===== config.mk =====
export PLATFORM = sky130hd
export DESIGN_NAME = sprite_row_fetcher
export DESIGN_NICKNAME = d
export VERILOG_FILES = /design/src/rtl/sprite_row_fetcher.sv
export SDC_FILE = /design/constraint.sdc
export NUM_CORES = 1
export LEC_CHECK = 0
export ABC_AREA = 0
export ABC_CLOCK_PERIOD_IN_PS = 2650
export BUFFER_PORTS_ARGS = -buffer_cell sky130_fd_sc_hd__buf_2
export CELL_PAD_IN_SITES_DETAIL_PLACEMENT = 2
export CELL_PAD_IN_SITES_GLOBAL_PLACEMENT = 2
export CORE_MARGIN = 2
export CORE_UTILIZATION = 31
export CTS_BUF_LIST = sky130_fd_sc_hd__clkbuf_16
export DETAILED_ROUTE_END_ITERATION = 10
export GPL_TIMING_DRIVEN = 0
export HOLD_SLACK_MARGIN = 0.15
export PLACE_DENSITY = 0.84
export SYNTH_ARGS = -nofsm -noshare
export SYNTH_HDL_FRONTEND = slang
export SYNTH_SLANG_ARGS = --single-unit
export TNS_END_PERCENT = 30

===== constraint.sdc =====
create_clock -name Clk -period 2.65 [get_ports Clk]
set_input_delay 0.1325 -clock Clk [delete_from_list [all_inputs] [get_ports Clk]]
set_output_delay 0.1325 -clock Clk [all_outputs]
set_load 0.01 [all_outputs]

===== src/rtl/sprite_row_fetcher.sv =====
// sprite_row_fetcher: per-scanline sprite ROM row fetch and pixel serializer
module sprite_row_fetcher #(
  parameter int COORD_W = 10
) (
  input  logic               Clk,
  input  logic               Reset_n,
  input  logic               frame_start,
  input  logic               line_start,
  input  logic               pixel_en,
  input  logic [COORD_W-1:0] DrawX,
  input  logic [COORD_W-1:0] DrawY,
  input  logic [COORD_W-1:0] PosX,
  input  logic [COORD_W-1:0] PosY,
  input  logic [1:0]         Dir,
  output logic [6:0]         rom_addr,
  input  logic [15:0]        rom_data,
  output logic               line_hit,
  output logic               pixel_on
);
  localparam logic [1:0] IDLE  = 2'd0;
  localparam logic [1:0] FETCH = 2'd1;
  localparam logic [1:0] ARMED = 2'd2;
  localparam logic [1:0] SHIFT = 2'd3;
  logic [1:0]         state_q, state_d, dir_q, dir_d;
  logic [COORD_W-1:0] px_q, px_d, py_q, py_d, row;
  logic [15:0]        line_q, line_d, shift_q, shift_d;
  logic [3:0]         cnt_q, cnt_d;
  logic [6:0]         rom_addr_q, rom_addr_d;
  logic               line_hit_q, line_hit_d, pixel_on_q, pixel_on_d, hit;
  always_comb begin
    px_d       = frame_start ? PosX : px_q;
    py_d       = frame_start ? PosY : py_q;
    dir_d      = frame_start ? Dir : dir_q;
    row        = DrawY - py_d;
    hit        = row < COORD_W'(16);
    state_d    = state_q;
    line_d     = line_q;
    shift_d    = shift_q;
    cnt_d      = cnt_q;
    rom_addr_d = rom_addr_q;
    line_hit_d = line_hit_q;
    pixel_on_d = pixel_on_q;
    if (line_start) begin
      state_d    = hit ? FETCH : IDLE;
      rom_addr_d = hit ? {1'b0, dir_d, 4'd15 - row[3:0]} : rom_addr_q;
      line_hit_d = 1'b0;
      pixel_on_d = 1'b0;
    end else if (state_q == FETCH) begin
      line_d     = rom_data;
      line_hit_d = 1'b1;
      state_d    = ARMED;
    end else if (state_q == ARMED && pixel_en && DrawX == px_q) begin
      pixel_on_d = line_q[15];
      shift_d    = {line_q[14:0], 1'b0};
      cnt_d      = 4'd0;
      state_d    = SHIFT;
    end else if (state_q == SHIFT && pixel_en) begin
      pixel_on_d = cnt_q != 4'd15 && shift_q[15];
      shift_d    = {shift_q[14:0], 1'b0};
      cnt_d      = cnt_q + 4'd1;
      state_d    = cnt_q == 4'd15 ? IDLE : SHIFT;
    end
  end
  always_ff @(posedge Clk or negedge Reset_n) begin
    if (!Reset_n) begin
      state_q    <= IDLE;
      px_q       <= '0;
      py_q       <= '0;
      dir_q      <= '0;
      line_q     <= '0;
      shift_q    <= '0;
      cnt_q      <= '0;
      rom_addr_q <= '0;
      line_hit_q <= 1'b0;
      pixel_on_q <= 1'b0;
    end else begin
      state_q    <= state_d;
      px_q       <= px_d;
      py_q       <= py_d;
      dir_q      <= dir_d;
      line_q     <= line_d;
      shift_q    <= shift_d;
      cnt_q      <= cnt_d;
      rom_addr_q <= rom_addr_d;
      line_hit_q <= line_hit_d;
      pixel_on_q <= pixel_on_d;
    end
  end
  assign rom_addr = rom_addr_q;
  assign line_hit = line_hit_q;
  assign pixel_on = pixel_on_q;
endmodule


==> impl_metrics.tcl <==
set metrics [dict create \
    outcome "complete, but fails checks" \
    violations "negative setup slack" \
    drv_cap 0 \
    ir_drop_mv 0.301 \
    crit_buf_inv 0 \
    intPower_mw 2.43 \
    power_frac_seq_pct 38.6 \
    drcViolationCount 0 \
    period_needed_ps 2680 \
    path_delay_family "simple AND/OR/NAND/NOR gates" \
    async_flop_share_pct 100 \
    finalHoldViolCount 0 \
    cts_sinks 67 \
    initial_utilization_pct 31.7 \
    ys_top_cells_by_area "dfrtp_1 49%, mux2_2 11%, mux2i_1 7.6%" \
    power_mw 3.36 \
    slew_headroom_pct 39.6 \
    coreArea_um2 10800 \
    cts_tree "done" \
    dpl.hpwl_um 6490 \
    period_share_pct 101 \
    instances_no_fill 589 \
    io_buffers 70 \
    fin_ws_ps -29.3 \
    htree_levels 3 \
    final_nets 518 \
    synth.avg_cell_area_um2 11.0 \
    path_max_fanout 7 \
    synth_most_common_cell "dfrtp_1" \
    viasPerCell 4.82 \
    yosys_warnings 0 \
    slew_viol_final 0 \
    pwr-share-comb_pct 23.8 \
    ios 72 \
    worst_pin_slew_ps 906 \
    slowest_stage "or4_4" \
    routedWlPerCell_um 17.7 \
    rows 38 \
    die_h_um 109 \
    slowest_delay_ps 560 \
    root_buffer "clkbuf_16" \
    synth_commonest_cells "67 x dfrtp_1, 33 x mux2_2, 32 x nand2_1" \
    power.share.clock_pct 37.5 \
    antenna_left 0 \
    synth_top_area_cell "dfrtp_1" \
    start_kind "flop" \
    worstPathCellList "mux2i_1, ha_2, nand2b_4, o2111ai_2, or4_4, nor4_4, o211ai_4, mux2_4" \
    syn-instance-count 310 \
    globalplace.congestion 0.774 \
    fmax_mhz 373 \
    grt_start_max_net_pins 68 \
    fillers 1087 \
    finalSetupViolCount 5 \
    switching_power_mw 0.930 \
    yosysSeqAreaShare_pct 49.0 \
    ys_ff_latch 67 \
    post-route-util_pct 46.3 \
    grt_setup_unrepaired "yes" \
    dr.pass1.iters 4 \
    synth_edf_count 0 \
    grt_pass1_vias 3300 \
    p_leak_nw 2.35 \
    clock_latency_ps 330 \
    cts_buffer_depth 2 \
    placedCellCount 520 \
    diodes 0 \
    critPathCaptureType "flop" \
    finClkSkew_ps 5.51 \
    cp.required_ps 2870 \
    cp_data_arrival_time_ps 2890 \
    netlist.area_leader.share_pct 49.0 \
    area_growth_syn_to_layout_pct 45.9 \
    critPathKind "reg -> reg" \
    initialDrtViolationCount 99 \
    grt_use_total_pct 18.0 \
    cts_buffers 9 \
    grt_pass1_wl_um 16400 \
    die-area_um2 11900 \
    vias 2841 \
    ys.flop_type "dfrtp_1" \
    die_x_um 109 \
    ys_types 45 \
    grt_remaining_overflow 0 \
    wl_um 10400 \
    p_sw_share_pct 27.7 \
    hold_path.class "in -> reg" \
    synth_area_um2 3420 \
    hold_slack_ps 159 \
    post_route_cells_drive_above_1_share_pct 37.0 \
    synth_fp_nets 384 \
    cellPowerDensity_nw_per_um2 673 \
    clkTransAtPathRegs_ps 60 \
    pre_cts_ws_ps -602 \
    antenna_found_initial 0 \
]
-- registers in the layout, indices dropped and copies added, names as in the netlist --
name,count
px_q,10
rom_addr,6
line_q,16
line_hit,1
state_q,2
cnt_q,4
pixel_on,1
shift_q,15
py_q,10
dir_q,2
-- layout by cell type (no fill, tap or decap), types with 5 or more instances in the layout --
cell type / Yosys / layout
buf_4: 1 / 15
mux2_2: 33 / 32
xor2_1: 11 / 11
dlygate4sd3_1: 0 / 40
clkbuf_16: 0 / 10
buf_2: 2 / 71
o21ai_0: 23 / 22
nor3_1: 6 / 6
nor2_1: 11 / 10
ha_4: 0 / 5
mux2i_1: 26 / 20
inv_1: 17 / 19
nand2_1: 32 / 32
dfrtp_1: 67 / 67
nand2b_1: 8 / 5
-- power groups by stage --
stage          clock (mW)  combinational, mW  sequential [mW]
6_report             1.26              0.800             1.30
5_1_grt              1.33              0.881             1.32
4_1_cts              1.28              0.706             1.30
3_5_place_dp            0              0.620             1.31
3_3_place_gp            0              0.579             1.30
2_1_floorplan           0              0.400             1.30
-- kinds of logic after synthesis --
family | count (synthesis) | synth area share, %
AOI/OAI and AO/OA | 49 | 9.00
xor gates and xnor gates | 12 | 3.07
adders and majority gates | 11 | 4.24
buffers and inverters | 27 | 3.18
DFF | 67 | 49.0
muxes | 59 | 18.5
other | 1 | 0.110
and+or+nand+nor | 84 | 12.9
-- worst reg2reg max path, stage by stage, from the launching register on --
cell	delay [ps]
dfrtp_1	370
mux2i_1	190
ha_2	280
nand2b_4	150
o2111ai_2	100
or4_4	560
nor4_4	370
o211ai_4	200
mux2_4	340
-- stage by stage --
step / TNS [ps] / area (um^2)
finish: -69.1 / 4990
floorplan: 0 / 3460
detailed placement: -3790 / 3980
CTS: -296 / 4770
global route: -819 / 4990
global placement: -3120 / 3980
-- worst paths after layout --
| kind | depth (start not counted) | endpoint | slack, ps | start |
|---|---|---|---|---|
| max | 8 | rom_addr[1]$_DFFE_PN0P_ | -30 | py_q[6]$_DFF_PN0_ |
| min | 2 | dir_q[1]$_DFF_PN0_ | 160 | frame_start |
| max reg2reg | 8 | rom_addr[1]$_DFFE_PN0P_ | -30 | py_q[6]$_DFF_PN0_ |
| min reg2reg | 2 | shift_q[15]$_DFFE_PN0P_ | 480 | shift_q[15]$_DFFE_PN0P_ |
| max in group asynchronous | 2 | py_q[6]$_DFF_PN0_ | 1590 | Reset_n |
| min in group asynchronous | 2 | line_q[15]$_DFFE_PN0P_ | 470 | Reset_n |
-- repair_timing --
| item | in CTS | in global routing |
|---|---|---|
| endpoints found under the hold margin | 107 | 0 |
| buffers inserted | 4 | 9 |
| pin swaps | 7 | 9 |
| hold buffers | 40 | 0 |
| setup endpoints to repair | 7 | 7 |
| gates resized for setup | 10 | 30 |
-- per-layer routing --
metal / wire (um) / GRT usage, % / vias up
met5: 0 / 0 / -
li1: - / - / 1347
met3: 396 / 3.71 / 14
met2: 5640 / 32.4 / 61
met1: 4290 / 20.9 / 1419
met4: 121 / 6.68 / 0
-- final cells by class --
class	instances	area, um^2	area share, %
flip-flops and latches	67	1680	33.6
clock inverters	7	85.1	1.70
clock buffers	9	225	4.51
well taps	140	175	3.51
multi-input cells	216	1840	36.8
plain buffers	10	80.1	1.60
repair buffers	123	851	17.0
inverters	17	63.8	1.28
(Power assumes the default switching activity.)
